**config.mk**
```make
export PLATFORM = sky130hd
export DESIGN_NAME = freq_gen
export DESIGN_NICKNAME = d
export VERILOG_FILES = /design/src/rtl/freq_gen.sv
export SDC_FILE = /design/constraint.sdc
export NUM_CORES = 1
export LEC_CHECK = 0
export CORE_MARGIN = 2
export CORE_UTILIZATION = 40
export DETAILED_ROUTE_END_ITERATION = 12
export PLACE_DENSITY_LB_ADDON = 0.25
export SLEW_MARGIN = 30
export SYNTH_ARGS = -nofsm -noshare
export SYNTH_HDL_FRONTEND = slang
export SYNTH_SLANG_ARGS = --single-unit
```
**constraint.sdc**
```tcl
create_clock -name sys_clk -period 4.5 [get_ports sys_clk]
set_input_delay 1.35 -clock sys_clk [delete_from_list [all_inputs] [get_ports sys_clk]]
set_output_delay 1.35 -clock sys_clk [all_outputs]
set_load 0.05 [all_outputs]
```
**src/rtl/freq_gen.sv**
```systemverilog
// Phase-accumulator square-wave generator with continuous and burst output.
// Tuning words arrive over valid/ready and switch in only at output-cycle boundaries.
module freq_gen #(
    parameter int unsigned SYS_CLK_FREQ = 50_000_000,
    parameter int unsigned ACC_W        = 32,
    parameter int unsigned BURST_W      = 16
) (
    input  logic               sys_clk,
    input  logic               sys_rst,
    input  logic               en,
    input  logic               burst_mode,
    input  logic [BURST_W-1:0] burst_len,
    input  logic [ACC_W-1:0]   tw_in,
    input  logic               tw_vld,
    output logic               tw_rdy,
    output logic               clk_out,
    output logic               cyc_pulse,
    output logic               busy,
    output logic [ACC_W-1:0]   tw_cur
);

    if (SYS_CLK_FREQ == 0 || ACC_W < 2 || BURST_W < 1) begin : g_bad_params
        $error("freq_gen: invalid parameters");
    end

    // Half of the accumulator range: a two-cycle output period.
    localparam logic [ACC_W-1:0] TwMax = {1'b1, {(ACC_W-1){1'b0}}};

    typedef enum logic [1:0] {
        StIdle,
        StRun,
        StStop
    } state_e;

    state_e             state_q, state_d;
    logic [ACC_W-1:0]   acc_q, acc_d;
    logic [ACC_W-1:0]   tw_cur_q, tw_cur_d;
    logic [ACC_W-1:0]   tw_pend_q, tw_pend_d;
    logic               pend_q, pend_d;
    logic               burst_q, burst_d;
    logic               pulse_q, pulse_d;
    logic [BURST_W-1:0] cnt_q, cnt_d;

    logic [ACC_W:0] sum;
    logic           wrap;
    logic           last_wrap;
    logic           hs;
    logic           tw_zero;

    assign sum       = {1'b0, acc_q} + {1'b0, tw_cur_q};
    assign wrap      = (state_q != StIdle) && sum[ACC_W];
    assign last_wrap = wrap && burst_q && (cnt_q == BURST_W'(1));
    assign hs        = tw_vld && !pend_q;
    assign tw_zero   = (tw_cur_q == '0);

    always_comb begin
        state_d   = state_q;
        acc_d     = acc_q;
        tw_cur_d  = tw_cur_q;
        tw_pend_d = tw_pend_q;
        pend_d    = pend_q;
        burst_d   = burst_q;
        cnt_d     = cnt_q;
        pulse_d   = wrap;

        // Pending word lands immediately when idle, otherwise only on a wrap.
        if (pend_q && (state_q == StIdle || wrap)) begin
            tw_cur_d = tw_pend_q;
            pend_d   = 1'b0;
        end
        if (hs) begin
            pend_d    = 1'b1;
            tw_pend_d = (tw_in > TwMax) ? TwMax : tw_in;
        end

        unique case (state_q)
            StIdle: begin
                acc_d = '0;
                if (en && !tw_zero && (!burst_mode || burst_len != '0)) begin
                    state_d = StRun;
                    cnt_d   = burst_len;
                    burst_d = burst_mode;
                end
            end
            StRun: begin
                acc_d = sum[ACC_W-1:0];
                if (wrap && burst_q) cnt_d = cnt_q - BURST_W'(1);
                if (last_wrap) begin
                    state_d = StIdle;
                end else if (!en) begin
                    // A frozen accumulator never wraps, so it cannot drain through STOP.
                    state_d = tw_zero ? StIdle : StStop;
                end
            end
            StStop: begin
                acc_d = sum[ACC_W-1:0];
                if (wrap && burst_q) cnt_d = cnt_q - BURST_W'(1);
                if (last_wrap) begin
                    state_d = StIdle;
                end else if (en) begin
                    state_d = StRun;
                end else if (wrap || tw_zero) begin
                    state_d = StIdle;
                end
            end
            default: state_d = StIdle;
        endcase

        if (state_d == StIdle) acc_d = '0;
    end

    always_ff @(posedge sys_clk or posedge sys_rst) begin
        if (sys_rst) begin
            state_q   <= StIdle;
            acc_q     <= '0;
            tw_cur_q  <= '0;
            tw_pend_q <= '0;
            pend_q    <= 1'b0;
            burst_q   <= 1'b0;
            pulse_q   <= 1'b0;
            cnt_q     <= '0;
        end else begin
            state_q   <= state_d;
            acc_q     <= acc_d;
            tw_cur_q  <= tw_cur_d;
            tw_pend_q <= tw_pend_d;
            pend_q    <= pend_d;
            burst_q   <= burst_d;
            pulse_q   <= pulse_d;
            cnt_q     <= cnt_d;
        end
    end

    assign clk_out   = acc_q[ACC_W-1];
    assign cyc_pulse = pulse_q;
    assign busy      = (state_q != StIdle);
    assign tw_rdy    = !pend_q;
    assign tw_cur    = tw_cur_q;

endmodule

```
==> results.json <==
{
  "antenna_found_initial": 0,
  "coreArea_sq_um": 16000,
  "grt_overflow_total": 0,
  "slew_headroom_pct": 47.6,
  "r2r_cells": 13,
  "yosysUniqueCellTypes": 65,
  "yosys-top-cells-area": "dfrtp_1 (44%), ha_1 (7.2%), mux2_2 (5.8%)",
  "holdWs_ns": 0.501,
  "cellPowerDensity_nw_per_um2": 792,
  "synth_top_area_share_pct": 44.4,
  "critPathLaunchType": "primary input",
  "crit_path_end_kind": "flop",
  "ys_warn_count": 0,
  "fmax_mhz": 267,
  "worstSetupPathType": "in2reg",
  "hp-class": "reg2reg",
  "cts_buffer_depth": 2,
  "nFillCells": 1469,
  "crit_required_ns": 4.80,
  "synth_flop_cell": "dfrtp_1",
  "vias": 5488,
  "finClkSkew_ns": 0.00904,
  "synth_top_cell_by_area": "dfrtp_1",
  "postSynthAreaPerCell_sq_um": 10.3,
  "hold_depth": 1,
  "ioPinCount": 89,
  "globalplace.congestion": 0.903,
  "antenna_cells": 0,
  "netlist_top_cells_count": "dfrtp_1 (117), nor2_1 (67), ha_1 (38), mux2_2 (34), a22o_1 (32)",
  "grt_max_degree": 58,
  "dp_hpwl_um": 11700,
  "fin_crit_sh_pct": 83.2,
  "worstPathArrival_ns": 4.05,
  "io_buffers": 88,
  "synthCells": 639,
  "synthArstFlopShare_pct": 100,
  "grt_pass1_wl_um": 28000,
  "fin_setup_tns_ns": 0,
  "synth_nets": 731,
  "cts_sinks": 117,
  "cts_buffers": 17,
  "design_area_sq_um": 8280,
  "hold_viol": 0,
  "hold_buffers": 0,
  "cts.clk_slew.worst_paths_ns": 0.06,
  "cap_violations": 0,
  "grt_usage_pct": 19.6,
  "die_h_um": 132,
  "drt-vias-per-instance": 5.73,
  "post-route-min-period_ns": 3.75,
  "cts_tree": "built",
  "drc_errors": 0,
  "ctsRootBufferMaster": "clkbuf_16",
  "status": "finished, final reports clean",
  "grt_pass1_vias": 5509,
  "seqCellArea_sq_um": 2930,
  "worst_pin_slew_ns": 0.785,
  "netlist_area_sq_um": 6590,
  "yosysMostFrequentCell": "dfrtp_1",
  "final_nets": 820,
  "rows": 46,
  "start_util_pct": 41.2,
  "drtPass1Iterations": 5,
  "path_max_fanout": 32,
  "dpl_cell_area_sq_um": 7680,
  "area_growth_pct": 25.7,
  "fin_util_pct": 51.8,
  "setup_violations": 0,
  "insertion_delay_ns": 0.42,
  "multi_input_area_sq_um": 3440,
  "wl_per_cell_um": 17.2,
  "synth-edff-count": 0,
  "die_w_um": 132,
  "slew_viol_final": 0,
  "cts_resized": 0,
  "ir_drop_v": 0.000399,
  "cts_setup_buffers": 0,
  "drive_gt1_share_pct": 13.9,
  "p_leak_nw": 3.72,
  "rsz0062_at_grt": "false",
  "seq_area_frac_synth_pct": 44.4,
  "wirelength_um": 16400,
  "drtIter0Drc": 368,
  "htreeDepth": 4,
  "yosys_register_bits": 117,
  "dieArea_sq_um": 17500,
  "ant_nets": 0
}
-- critical path: stages --
cell and delay [ns]:
clkdlybuf4s50_1 0.43, nor4_1 0.34, nand4_1 0.14, nor4_1 0.32, nor2_1 0.12, o21ai_0 0.19, a21oi_1 0.12, o31ai_2 0.36
a22oi_4 0.06, buf_4 0.30, a2111oi_2 0.29
-- path summary, 6_finish.rpt --
check,startpoint,end,slack (ns)
setup reg to reg,tw_cur[0]$_DFFE_PP0P_,acc_q[4]$_DFFE_PP0P_,0.93
hold reg to reg,tw_pend_q[1]$_DFFE_PP0P_,tw_pend_q[1]$_DFFE_PP0P_,0.50
setup / recovery,burst_len[1],acc_q[13]$_DFFE_PP0P_,0.75
max in group asynchronous,sys_rst,acc_q[22]$_DFFE_PP0P_,2.46
hold / removal,tw_pend_q[1]$_DFFE_PP0P_,tw_pend_q[1]$_DFFE_PP0P_,0.50
min in group asynchronous,sys_rst,cnt_q[6]$_DFFE_PP0P_,1.28
-- flip-flops by register name, indices dropped and copies added, names as in the netlist --
signal     count
acc_q         32
burst_q        1
cnt_q         16
state_q        2
tw_pend_q     32
cyc_pulse      1
pend_q         1
tw_cur        32
-- cell families (layout without fill, tap and decap cells) --
logic type | count (synthesis) | after routing | synth area share, %
adders and majority gates | 39 | 39 | 7.52
DFF | 117 | 117 | 44.4
buffers and inverters | 46 | 148 | 3.34
AOI/OAI and AO/OA | 175 | 175 | 19.9
muxes | 34 | 34 | 5.81
xor gates and xnor gates | 21 | 21 | 2.79
and+or+nand+nor | 207 | 207 | 16.2
-- layer usage --
metal	GRT usage [%]	vias to the layer above	wire, um
met4	5.50	0	131
met2	30.9	156	7520
met1	26.9	2732	7970
met3	4.92	13	814
met5	0	-	0
li1	-	2587	-
-- cell usage in the layout, fill, tap and decap left out, types with 18 or more instances in the layout --
cell	instances
a21o_1	19
o21ai_0	28
a21oi_1	31
clkdlybuf4s50_1	88
nor3_1	19
nand3_1	21
nand2_1	27
mux2_2	34
dfrtp_1	117
ha_1	38
inv_1	18
nor4_1	21
nor2_1	66
a22o_1	32
-- report_power, final --
group	switching, W	internal (W)
Combinational	0.00195	0.00132
Clock	0.000514	0.000849
Sequential	0.000404	0.00152
Total	0.00287	0.00370
-- cell type report --
class / instances / share of cell area [%]
multi-input combinational: 476 / 41.6
sequential: 117 / 35.3
timing repair buffer: 96 / 11.7
clock buffer: 19 / 5.47
tap: 216 / 3.26
clock inverter: 13 / 1.75
inverter: 20 / 0.937
-- stage by stage --
step | total power, W | worst slack [ns] | instances
after floorplan | 0.00437 | 0.0492 | 639
after global placement | 0.00511 | 0.518 | 925
after detailed placement | 0.00518 | 0.349 | 925
after CTS | 0.00657 | 0.793 | 957
after global routing | 0.00699 | 0.644 | 957
final | 0.00656 | 0.755 | 957
Note: power is estimated with default switching activity, not from simulation.
